==> config.mk <==
export PLATFORM = sky130hd
export DESIGN_NAME = if_fetch_stage_flat
export DESIGN_NICKNAME = d
export VERILOG_FILES = /design/src/rtl/if_fetch_stage_if.sv /design/src/rtl/if_fetch_stage.sv /design/src/flat_wrapper.sv
export SDC_FILE = /design/constraint.sdc
export NUM_CORES = 1
export LEC_CHECK = 0
export CAP_MARGIN = 20
export CORE_AREA = 2 2 170 89
export CTS_CLUSTER_SIZE = 24
export DETAILED_ROUTE_END_ITERATION = 8
export DIE_AREA = 0 0 172 91
export PLACE_DENSITY = 0.87
export SLEW_MARGIN = 30
export SYNTH_ARGS = -nofsm -noshare
export SYNTH_HDL_FRONTEND = slang
export SYNTH_SLANG_ARGS = --single-unit
==> constraint.sdc <==
create_clock -name clk -period 2.7 [get_ports clk]
set_input_delay 0.405 -clock clk [delete_from_list [all_inputs] [get_ports clk]]
set_output_delay 0.405 -clock clk [all_outputs]
set_load 0.01 [all_outputs]
==> src/rtl/if_fetch_stage_if.sv <==
// Instruction-memory port of the IF stage.
// The fetch stage is the master: it raises imem_req with imem_addr.
// The memory is the slave: it answers with imem_rdata and imem_ready.
//
// Handshake: while imem_req is 1, the master holds imem_addr stable until it
// samples imem_ready=1 on a rising clk edge. That edge completes the transfer,
// and imem_rdata is the word at imem_addr in that same cycle. The slave may
// hold imem_ready low for any number of cycles. The master bounds that wait
// with its own timeout. imem_ready has no meaning while imem_req is 0.
interface if_fetch_stage_if;
  logic        imem_req;
  logic [31:0] imem_addr;
  logic [31:0] imem_rdata;
  logic        imem_ready;

  modport master (
    output imem_req,
    output imem_addr,
    input  imem_rdata,
    input  imem_ready
  );

  modport slave (
    input  imem_req,
    input  imem_addr,
    output imem_rdata,
    output imem_ready
  );
endinterface

==> src/rtl/if_fetch_stage.sv <==
// IF stage of the 5-stage MIPS pipeline.
// The stage owns the PC and drives instruction memory through the
// if_fetch_stage_if master modport. It holds the IF/ID register that feeds ID.
// It takes branch and jump redirects resolved in ID. It squashes wrong-path
// words, or keeps the delay slot when that option is built in. An imem stall
// longer than WAIT_MAX cycles raises a sticky fetch_err.
//
// Build option: define BRANCH_DELAY_SLOT_EN to keep the word fetched in the
// redirect cycle as an architectural delay slot. It then enters IF/ID with
// valid=1. When the macro is undefined, that word is squashed and IF/ID gets
// a NOP.
//
// dbg_state shows the FSM state: 0 = BOOT, 1 = FETCH, 2 = ERR.
module if_fetch_stage #(
  parameter logic [31:0] RESET_PC = 32'h0000_3000,
  parameter int          WAIT_MAX = 16
) (
  input  logic                    clk,
  input  logic                    rst_n,
  input  logic                    stall,
  input  logic                    branch_taken,
  input  logic [31:0]             branch_target,
  input  logic                    jump,
  input  logic [31:0]             jump_target,
  if_fetch_stage_if.master        imem_bus,
  output logic [31:0]             ifid_instr,
  output logic [31:0]             ifid_pc4,
  output logic                    ifid_valid,
  output logic                    fetch_err,
  output logic [1:0]              dbg_state
);

  typedef enum logic [1:0] {
    ST_BOOT  = 2'd0,
    ST_FETCH = 2'd1,
    ST_ERR   = 2'd2
  } state_e;

  // The counter must be able to hold WAIT_MAX itself.
  localparam int          CW       = $clog2(WAIT_MAX + 1);
  localparam logic [CW-1:0] WAIT_LAST = CW'(WAIT_MAX - 1);
  localparam logic [CW-1:0] WAIT_LIM  = CW'(WAIT_MAX);

`ifdef BRANCH_DELAY_SLOT_EN
  localparam bit KEEP_SLOT = 1'b1;
`else
  localparam bit KEEP_SLOT = 1'b0;
`endif

  state_e        state, state_nxt;
  logic [31:0]   pc, pc_nxt;
  logic [31:0]   instr_nxt, pc4_nxt;
  logic          valid_nxt;
  logic          redir_pend, pend_nxt;
  logic [31:0]   pend_tgt, pend_tgt_nxt;
  logic [CW-1:0] wait_cnt, cnt_nxt;
  logic          err_nxt;

  logic          ready;
  logic          redir;
  logic [31:0]   redir_tgt;
  logic [31:0]   pc_plus4;
  logic          timeout;

  assign ready    = imem_bus.imem_ready;
  assign pc_plus4 = pc + 32'd4;

  // A taken branch outranks a jump when both are presented.
  // Targets are forced to word alignment.
  assign redir     = branch_taken | jump;
  assign redir_tgt = (branch_taken ? branch_target : jump_target) & ~32'h3;

  // A not-ready cycle that would bring the counter to WAIT_MAX is the timeout.
  // A ready cycle clears the counter instead, so ready always wins.
  assign timeout = (state == ST_FETCH) && !ready && (wait_cnt == WAIT_LAST);

  // The request is raised in FETCH only. The address is always the PC.
  assign imem_bus.imem_req  = (state == ST_FETCH);
  assign imem_bus.imem_addr = pc;
  assign dbg_state          = state;

  // Next-state and next-register values. Every target holds by default.
  always_comb begin
    state_nxt    = state;
    pc_nxt       = pc;
    instr_nxt    = ifid_instr;
    pc4_nxt      = ifid_pc4;
    valid_nxt    = ifid_valid;
    pend_nxt     = redir_pend;
    pend_tgt_nxt = pend_tgt;
    cnt_nxt      = wait_cnt;
    err_nxt      = fetch_err;

    case (state)
      ST_BOOT: begin
        state_nxt = ST_FETCH;
      end

      ST_FETCH: begin
        // The imem timeout runs whether or not the pipeline is stalled.
        if (ready) begin
          cnt_nxt = '0;
        end else if (timeout) begin
          cnt_nxt = WAIT_LIM;
        end else begin
          cnt_nxt = wait_cnt + 1'b1;
        end

        if (timeout) begin
          state_nxt = ST_ERR;
          err_nxt   = 1'b1;
          instr_nxt = 32'h0;
          valid_nxt = 1'b0;
        end else if (!stall) begin
          if (redir) begin
            if (ready) begin
              // The redirect completes now. The word in flight is the delay slot.
              pc_nxt   = redir_tgt;
              pend_nxt = 1'b0;
              if (KEEP_SLOT) begin
                instr_nxt = imem_bus.imem_rdata;
                pc4_nxt   = pc_plus4;
                valid_nxt = 1'b1;
              end else begin
                instr_nxt = 32'h0;
                valid_nxt = 1'b0;
              end
            end else begin
              // Memory is busy. Remember the target and keep fetching at the PC.
              pend_nxt     = 1'b1;
              pend_tgt_nxt = redir_tgt;
              instr_nxt    = 32'h0;
              valid_nxt    = 1'b0;
            end
          end else if (ready) begin
            if (redir_pend) begin
              pc_nxt   = pend_tgt;
              pend_nxt = 1'b0;
              if (KEEP_SLOT) begin
                instr_nxt = imem_bus.imem_rdata;
                pc4_nxt   = pc_plus4;
                valid_nxt = 1'b1;
              end else begin
                instr_nxt = 32'h0;
                valid_nxt = 1'b0;
              end
            end else begin
              pc_nxt    = pc_plus4;
              instr_nxt = imem_bus.imem_rdata;
              pc4_nxt   = pc_plus4;
              valid_nxt = 1'b1;
            end
          end else begin
            // No word this cycle. Send a bubble and keep pc4.
            instr_nxt = 32'h0;
            valid_nxt = 1'b0;
          end
        end
      end

      ST_ERR: begin
        err_nxt   = 1'b1;
        instr_nxt = 32'h0;
        valid_nxt = 1'b0;
      end

      default: begin
        state_nxt = ST_BOOT;
      end
    endcase
  end

  // State register, PC, IF/ID register, pending redirect and timeout counter.
  always_ff @(posedge clk or negedge rst_n) begin
    if (!rst_n) begin
      state      <= ST_BOOT;
      pc         <= RESET_PC;
      ifid_instr <= 32'h0;
      ifid_pc4   <= 32'h0;
      ifid_valid <= 1'b0;
      redir_pend <= 1'b0;
      pend_tgt   <= 32'h0;
      wait_cnt   <= '0;
      fetch_err  <= 1'b0;
    end else begin
      state      <= state_nxt;
      pc         <= pc_nxt;
      ifid_instr <= instr_nxt;
      ifid_pc4   <= pc4_nxt;
      ifid_valid <= valid_nxt;
      redir_pend <= pend_nxt;
      pend_tgt   <= pend_tgt_nxt;
      wait_cnt   <= cnt_nxt;
      fetch_err  <= err_nxt;
    end
  end

endmodule

==> src/flat_wrapper.sv <==
// flat-port wrapper written by rule: the top's interface ports become plain ports
module if_fetch_stage_flat 
#(
  parameter logic [31:0] RESET_PC = 32'h0000_3000,
  parameter int          WAIT_MAX = 16
)
  (clk, rst_n, stall, branch_taken, branch_target, jump, jump_target, ifid_instr, ifid_pc4, ifid_valid, fetch_err, dbg_state, imem_bus_imem_req, imem_bus_imem_addr, imem_bus_imem_rdata, imem_bus_imem_ready);
  if_fetch_stage_if imem_bus_i ();
  input  logic clk;
  input  logic rst_n;
  input  logic stall;
  input  logic branch_taken;
  input  logic [31:0] branch_target;
  input  logic jump;
  input  logic [31:0] jump_target;
  output logic [31:0] ifid_instr;
  output logic [31:0] ifid_pc4;
  output logic ifid_valid;
  output logic fetch_err;
  output logic [1:0] dbg_state;
  output wire logic [$bits(imem_bus_i.imem_req)-1:0] imem_bus_imem_req;
  output wire logic [$bits(imem_bus_i.imem_addr)-1:0] imem_bus_imem_addr;
  input wire logic [$bits(imem_bus_i.imem_rdata)-1:0] imem_bus_imem_rdata;
  input wire logic [$bits(imem_bus_i.imem_ready)-1:0] imem_bus_imem_ready;
  assign imem_bus_imem_req = imem_bus_i.imem_req;
  assign imem_bus_imem_addr = imem_bus_i.imem_addr;
  assign imem_bus_i.imem_rdata = imem_bus_imem_rdata;
  assign imem_bus_i.imem_ready = imem_bus_imem_ready;
  if_fetch_stage #(.RESET_PC(RESET_PC), .WAIT_MAX(WAIT_MAX)) u_core (.clk(clk), .rst_n(rst_n), .stall(stall), .branch_taken(branch_taken), .branch_target(branch_target), .jump(jump), .jump_target(jump_target), .imem_bus(imem_bus_i), .ifid_instr(ifid_instr), .ifid_pc4(ifid_pc4), .ifid_valid(ifid_valid), .fetch_err(fetch_err), .dbg_state(dbg_state));
endmodule
Yosys cells after proc, flatten, opt, wreduce, memory -nomap -nowiden
Index checks and enable logic that the tools add are counted.
{"block": "word_totals", "ramBits": 0, "memories": 0, "in_bits": 102, "word_cells": 62, "latchBits": 0, "mem_bits_ro": 0, "regBits": 136}
{"block": "op_classes", "bitwise": 7, "multipliers": 0, "shifts": 0, "n_div": 0, "mux": 26, "add_sub_neg": 2, "order_cmp": 0, "reduce_logical": 13, "eq_ne": 5}
{"cell": "2-to-1 mux 32 bit", "count": 10}
{"cell": "one-hot mux 32 bit (2 select lines)", "count": 1}
{"cell": "adder 32 x 3 -> 32 bit, second input constant", "count": 1}
{"cell": "2-to-1 mux 5 bit", "count": 2}
{"cell": "2-to-1 mux 1 bit", "count": 9}
{"cell": "AND reduction 4 bit", "count": 2}
{"cell": "NOT 1 bit", "count": 6}
{"cell": "one-hot mux 2 bit (3 select lines)", "count": 1}
{"cell": "AND reduction 2 bit", "count": 3}
{"cell": "AND reduction 6 bit", "count": 1}
{"cell": "adder 5 x 1 -> 5 bit, second input constant", "count": 1}
{"cell": "== test 5 x 4 -> 1 bit, second input constant", "count": 1}
{"cell": "AND reduction 5 bit", "count": 1}
{"cell": "one-hot mux 1 bit (2 select lines)", "count": 2}
{"cell": "nonzero test 2 bit", "count": 2}
{"cell": "!= test 3 x 2 -> 1 bit, second input constant", "count": 1}
{"cell": "== test 2 x 1 -> 1 bit, second input constant", "count": 1}
{"cell": "== test 2 bit, second input constant", "count": 1}
{"cell": "logical AND 1 bit", "count": 2}
{"cell": "zero test 2 bit", "count": 1}
{"cell": "2-to-1 mux 2 bit", "count": 1}
{"cell": "!= test 2 x 1 -> 1 bit, second input constant", "count": 1}
{"cell": "zero test 1 bit", "count": 1}
{"cell": "bitwise OR 1 bit", "count": 1}

Logic depth before layout (Yosys ltp)
Gate-level depths: netlist of the first run.
{"block": "logic_depth", "depth_word": 6, "ltp_mapped": 9, "mapped_depth_nobuf": 8}

Least setup slack after synthesis of the first run
No wires, ideal clock.
{"block": "synth_timing", "path_kind": "flip-flop to flip-flop", "startpoint": "register u_core.wait_cnt[0]", "endpoint": "register u_core.pend_tgt[11]", "stages_incl_launch_ff": 10, "setup_slack_ns": 0.517, "arrival_ns": 2.101, "required_ns": 2.618, "setup_ns": 0.082, "path_cell_list": "dfrtp_1 > ha_1 > and3_1 > ha_1 > nor2_1 > nand2_1 > nor3_1 > clkbuf_1 > nor2_1 > a31oi_1"}
{"block": "synth_via", "elab_chain_cells": 4}
{"element": "start, declared", "line": "if_fetch_stage.sv:56", "text": "logic [CW-1:0] wait_cnt, cnt_nxt;"}
{"element": "start signal, assigned", "line": "if_fetch_stage.sv:193", "text": "wait_cnt <= cnt_nxt;"}
{"element": "== test 5 x 4 -> 1 bit", "line": "if_fetch_stage.sv:75", "text": "assign timeout = (state == ST_FETCH) && !ready && (wait_cnt == WAIT_LAST);"}
{"element": "logical AND 1 bit", "line": "if_fetch_stage.sv:75"}
{"element": "NOT 1 bit (no source line)"}
{"element": "AND reduction 5 bit (no source line)"}
{"element": "end signal, assigned", "line": "if_fetch_stage.sv:192", "text": "pend_tgt <= pend_tgt_nxt;"}
{"element": "end, declared", "line": "if_fetch_stage.sv:55", "text": "logic [31:0] pend_tgt, pend_tgt_nxt;"}
No other way between the ends.
A chain may end at the register's enable or synchronous reset.

Final worst setup path of the first run
{"block": "layout_timing", "startpoint": "register u_core.pc[12], in the netlist u_core.imem_bus.imem_addr[12]", "endpoint": "register u_core.pc[31], in the netlist u_core.imem_bus.imem_addr[31]"}
{"block": "layout_via", "elab_chain_cells": 4}
{"element": "start, declared", "line": "if_fetch_stage.sv:51", "text": "logic [31:0] pc, pc_nxt;"}
{"element": "start signal, assigned", "line": "if_fetch_stage.sv:187", "text": "pc <= pc_nxt;"}
{"element": "adder 32 x 3 -> 32 bit", "line": "if_fetch_stage.sv:66", "text": "assign pc_plus4 = pc + 32'd4;"}
{"element": "2-to-1 mux 32 bit", "line": "if_fetch_stage.sv:136", "text": "if (redir_pend) begin"}
{"element": "2-to-1 mux 32 bit", "line": "if_fetch_stage.sv:135", "text": "end else if (ready) begin"}
{"element": "2-to-1 mux 32 bit", "line": "if_fetch_stage.sv:115", "text": "if (redir) begin"}
No other way between the ends. The select of a mux whose other input is x is not followed.

==> results of run 1 <==
==> layout by cell type, fill, tap and decap left out, types with 7 or more instances in the layout <==
cell	Yosys	routed
buf_4	4	23
a31oi_1	23	23
nor3_1	14	12
xor2_1	7	7
nand2b_1	16	16
xnor2_1	16	16
and3_1	7	7
o21ai_1	9	9
nand3_1	33	33
dfrtp_1	130	130
a22oi_1	14	14
a21oi_1	37	37
o21ai_0	43	43
clkdlybuf4s50_1	0	192
clkbuf_16	0	17
inv_1	14	14
nand2_1	88	87
a22o_1	37	37
nor2_1	53	53
ha_1	7	7
mux2i_1	23	23
==> routing by layer <==
metal / track usage / wire [microns]
met1: 0.394 / 9190
met2: 0.384 / 8810
met3: 0.0654 / 2200
met4: 0.0812 / 264
met5: 0 / 0
==> where the power goes <==
group	switching, W	internal, W
combinational	0.00174	0.00182
sequential	0.000770	0.00273
clock	0.000915	0.00147
==> cells in the mapped netlist (all sizes together) (4+ instances only) <==
| library cell | number | area [sq um] |
|---|---|---|
| dfrtp | 130 | 3250 |
| nor3 | 14 | 70.1 |
| a21oi | 37 | 185 |
| xnor2 | 16 | 140 |
| a22o | 37 | 324 |
| o21ai | 52 | 260 |
| nor2 | 54 | 205 |
| o22ai | 4 | 25.0 |
| a21o | 4 | 30.0 |
| a22oi | 14 | 105 |
| ha | 7 | 87.6 |
| inv | 14 | 52.6 |
| a31oi | 23 | 144 |
| and3 | 7 | 43.8 |
| nand3 | 34 | 175 |
| a32oi | 5 | 43.8 |
| xor2 | 7 | 61.3 |
| buf | 19 | 97.6 |
| or3 | 6 | 37.5 |
| mux2i | 23 | 230 |
| clkbuf | 33 | 124 |
| nand4 | 7 | 58.8 |
| nand2b | 16 | 100 |
| a221oi | 5 | 43.8 |
| nand2 | 88 | 330 |
==> worst reg2reg max path, delay by kind of cell, from the launching register on <==
| kind | cells | cell delay, ps |
|---|---|---|
| AOI/OAI and AO/OA | 1 | 100 |
| and+or+nand+nor | 4 | 1630 |
| DFF | 1 | 590 |
==> final cells by class <==
type                            count  area share
Clock buffer                       19      0.0455
Clock inverter                     13      0.0183
Inverter                           14     0.00552
Multi-Input combinational cell    508       0.329
Sequential cell                   132       0.347
Tap cell                          198      0.0260
Timing Repair Buffer              220       0.228
==> through the flow <==
| step | hold slack (ps) | area [sq um] |
|---|---|---|
| finish | 4.67 | 9520 |
| global route | 46.5 | 9520 |
| CTS | 14.9 | 9520 |
| detailed placement | 461 | 8910 |
| global placement | 455 | 8910 |
| floorplan | 109 | 6690 |
==> worst max-delay path by stage <==
stage | slack [ps] | end | from
floorplan | 520 | u_core.pend_tgt[11]$_DFFE_PN0P_ | u_core.wait_cnt[0]$_DFFE_PN0N_
global placement | 170 | u_core.ifid_pc4[31]$_DFFE_PN0P_ | jump
detailed placement | 70 | u_core.ifid_pc4[31]$_DFFE_PN0P_ | jump
CTS | 350 | u_core.imem_bus.imem_addr[31]$_DFFE_PN0P_ | u_core.imem_bus.imem_addr[12]$_DFFE_PN1P_
global route | 190 | u_core.imem_bus.imem_addr[31]$_DFFE_PN0P_ | u_core.imem_bus.imem_addr[12]$_DFFE_PN1P_
finish | 300 | u_core.imem_bus.imem_addr[31]$_DFFE_PN0P_ | u_core.imem_bus.imem_addr[12]$_DFFE_PN1P_
==> flip-flops by register name, summed over array words and instances (netlist names) <==
signal and count:
u_core.dbg_state 2, u_core.fetch_err 1, u_core.ifid_instr 32, u_core.ifid_pc4 30, u_core.ifid_valid 1, u_core.imem_bus.imem_addr 30
u_core.pend_tgt 30, u_core.redir_pend 1, u_core.wait_cnt 5
==> cells by family after synthesis <==
kind of cell    Yosys count
compound gates          201
xor+xnor                 23
fa+ha+maj                 7
buf+inv                  66
flops                   132
mux                      25
other cells               1
simple gates            248
==> flow_summary.html, run 1 <==
<table>
<tr><th>Metric</th><th>Value</th></tr>
<tr><th colspan="2">Outcome</th></tr>
<tr><td>Run status</td><td>complete, no violations</td></tr>
<tr><th colspan="2">Clock network</th></tr>
<tr><td>Clock transition at the registers of the reported paths</td><td>60 ps</td></tr>
<tr><td>Master cell of the clock root buffer</td><td>clkbuf_16</td></tr>
<tr><td>TritonCTS clock tree</td><td>done</td></tr>
<tr><td>Number of buffers created by CTS</td><td>17</td></tr>
<tr><td>Number of levels the H-tree was split into</td><td>4</td></tr>
<tr><td>Maximum root-to-sink buffer count</td><td>2</td></tr>
<tr><td>Number of cells upsized or downsized after cts</td><td>0</td></tr>
<tr><td>Post-CTS setup buffer count</td><td>0</td></tr>
<tr><td>Number of sinks driven by the clock tree</td><td>132</td></tr>
<tr><td>Worst-skew pair later-pin latency</td><td>410 ps</td></tr>
<tr><td>Post-cts hold buffer count</td><td>0</td></tr>
<tr><th colspan="2">STA</th></tr>
<tr><td>Worst clock skew on the final layout</td><td>11.3 ps</td></tr>
<tr><td>Worst setup slack after layout</td><td>297 ps</td></tr>
<tr><td>Max Fclk</td><td>416 MHz</td></tr>
<tr><td>Slew at the pin with the worst max-slew slack</td><td>967 ps</td></tr>
<tr><td>Final number of setup-violating endpoints</td><td>0</td></tr>
<tr><td>Number of max-slew violations in the final report</td><td>0</td></tr>
<tr><td>Final Hold Violating Endpoints</td><td>0</td></tr>
<tr><td>Post-route minimum period</td><td>2400 ps</td></tr>
<tr><td>Remaining max-slew budget at the tightest pin</td><td>0.353</td></tr>
<tr><td>Post-route fraction of the period consumed by the critical path</td><td>0.890</td></tr>
<tr><td>RSZ-0062 raised after global routing</td><td>no</td></tr>
<tr><td>Total negative slack for setup checks</td><td>0 ps</td></tr>
<tr><th colspan="2">Layout</th></tr>
<tr><td>Final cell count without fillers</td><td>1104</td></tr>
<tr><td>Proportion of layout cells with a drive suffix above 1</td><td>0.0828</td></tr>
<tr><td>Final-layout fill cell count</td><td>1103</td></tr>
<tr><td>Final net count</td><td>1002</td></tr>
<tr><td>Final core utilization</td><td>0.674</td></tr>
<tr><td>Footprint of the multi-input gates</td><td>0.00313 sq mm</td></tr>
<tr><td>Syn-to-layout area delta</td><td>42.5%</td></tr>
<tr><td>Storage cell area</td><td>0.00331 sq mm</td></tr>
<tr><td>Diodes inserted</td><td>0</td></tr>
<tr><th colspan="2">Yosys</th></tr>
<tr><td>Share of the synthesized area in compound gates (AO/OA/AOI/OAI)</td><td>0.200</td></tr>
<tr><td>Post-synth top flop</td><td>dfrtp_1</td></tr>
<tr><td>Synth Area in XOR/XNOR</td><td>0.0301</td></tr>
<tr><td>Post-synthesis mux area share</td><td>0.0378</td></tr>
<tr><td>Combinational family with the most area after synthesis</td><td>compound AO/OA/AOI/OAI gates</td></tr>
<tr><td>Post-synthesis sequential element count</td><td>132</td></tr>
<tr><td>Post-synthesis average cell area</td><td>9.50 sq um</td></tr>
<tr><td>Number of standard cells after synthesis</td><td>703</td></tr>
<tr><td>Fraction of registers with async set or reset after synthesis</td><td>1.00</td></tr>
<tr><td>Adder-cell area share of the yosys netlist</td><td>0.0131</td></tr>
<tr><td>Synth warn</td><td>0</td></tr>
<tr><td>Count of different cell masters after synthesis</td><td>56</td></tr>
<tr><td>Sequential share of the synthesized area</td><td>0.495</td></tr>
<tr><td>Combined area of all synthesized cells</td><td>0.00668 sq mm</td></tr>
<tr><td>Simple-gate share of the synthesized area</td><td>0.183</td></tr>
<tr><td>EDFF count, synth</td><td>0</td></tr>
<tr><th colspan="2">Placed design</th></tr>
<tr><td>Global placement routability congestion</td><td>0.868</td></tr>
<tr><td>Quantity of I/O buffers inserted on ports</td><td>194</td></tr>
<tr><td>Number of placed instances with taps included</td><td>1072</td></tr>
<tr><td>Pre-CTS setup slack</td><td>66.2 ps</td></tr>
<tr><td>Dpl hpwl</td><td>14.7 mm</td></tr>
<tr><th colspan="2">Worst setup path</th></tr>
<tr><td>Largest incremental delay on the critical path</td><td>630 ps</td></tr>
<tr><td>Highest net fanout along the worst path</td><td>6</td></tr>
<tr><td>Crit Reg-Reg Endpoint</td><td>u_core.imem_bus.imem_addr[31]$_DFFE_PN0P_</td></tr>
<tr><td>Kind of end point of the critical path</td><td>flop</td></tr>
<tr><td>Reg-to-reg slack, setup</td><td>300 ps</td></tr>
<tr><td>Dominant delay contributor by cell family on the critical path</td><td>simple AND/OR/NAND/NOR gates</td></tr>
<tr><td>Slowest stage cell, crit path</td><td>nor4_4</td></tr>
<tr><td>Count of cells along the worst register-to-register path</td><td>5</td></tr>
<tr><td>Arrival time reported for the critical path endpoint</td><td>2730 ps</td></tr>
<tr><td>CP Depth</td><td>5</td></tr>
<tr><td>Ordered cell list for the critical path</td><td>nand3_1 -&gt; nor4_4 -&gt; nand3_2 -&gt; or4_1 -&gt; o211ai_1</td></tr>
<tr><td>Kind of critical path</td><td>reg -&gt; reg</td></tr>
<tr><td>Number of buffers and inverters on the critical path</td><td>0</td></tr>
<tr><td>CP startpoint kind</td><td>flop</td></tr>
<tr><td>Worst EP required</td><td>3020 ps</td></tr>
<tr><td>Crit Reg-Reg Startpoint</td><td>u_core.imem_bus.imem_addr[12]$_DFFE_PN1P_</td></tr>
<tr><th colspan="2">Detailed routing</th></tr>
<tr><td>Drt drc</td><td>0</td></tr>
<tr><td>Number of DRC violations after detailed-routing iteration 0</td><td>586</td></tr>
<tr><td>Pre-Repair DR Iteration Count</td><td>5</td></tr>
<tr><td>Post-detailed-routing wire length</td><td>20.5 mm</td></tr>
<tr><td>Overall via count from detail_route</td><td>6382</td></tr>
<tr><td>Average wire per standard cell</td><td>18.5 microns</td></tr>
<tr><td>Avg Vias per Cell</td><td>5.78</td></tr>
<tr><td>Post-DRT Antenna Nets</td><td>0</td></tr>
<tr><th colspan="2">Die</th></tr>
<tr><td>Die height</td><td>91 microns</td></tr>
<tr><td>Cell Rows</td><td>31</td></tr>
<tr><td>Starting Density</td><td>0.473</td></tr>
<tr><td>Core footprint</td><td>0.0141 sq mm</td></tr>
<tr><td>Ports placed on the boundary</td><td>203</td></tr>
<tr><td>DIE AREA</td><td>0.0157 sq mm</td></tr>
<tr><td>Die width</td><td>172 microns</td></tr>
<tr><th colspan="2">Power and ir drop</th></tr>
<tr><td>Worst IR drop on VDD</td><td>0.511 mV</td></tr>
<tr><td>Leakage power summed over all cells</td><td>4.03 nW</td></tr>
<tr><td>Overall power consumption</td><td>0.00944 W</td></tr>
<tr><td>Power per unit of standard cell area</td><td>992 mW/mm^2</td></tr>
<tr><th colspan="2">Flow run</th></tr>
<tr><td>Maxcap violations</td><td>0</td></tr>
<tr><th colspan="2">Global routing</th></tr>
<tr><td>Number of global-route vias before repair</td><td>6026</td></tr>
<tr><td>Remaining global-route overflow</td><td>0</td></tr>
<tr><td>GRT Overall Usage</td><td>0.266</td></tr>
<tr><td>Wire length of the first global-routing pass</td><td>32.2 mm</td></tr>
<tr><td>Pin count of the biggest net entering global routing</td><td>70</td></tr>
<tr><td>Antenna violations before repair</td><td>0</td></tr>
<tr><th colspan="2">Worst hold path</th></tr>
<tr><td>Hold crit path type</td><td>in -&gt; async</td></tr>
</table>
Note: power is estimated with default switching activity, not from simulation.
==> run 2: changes to the inputs <==
Settings changed: CTS_CLUSTER_DIAMETER set to 60.
==> results of run 2 <==
No change in the layout: final DEF, timing and power equal those of run 1.
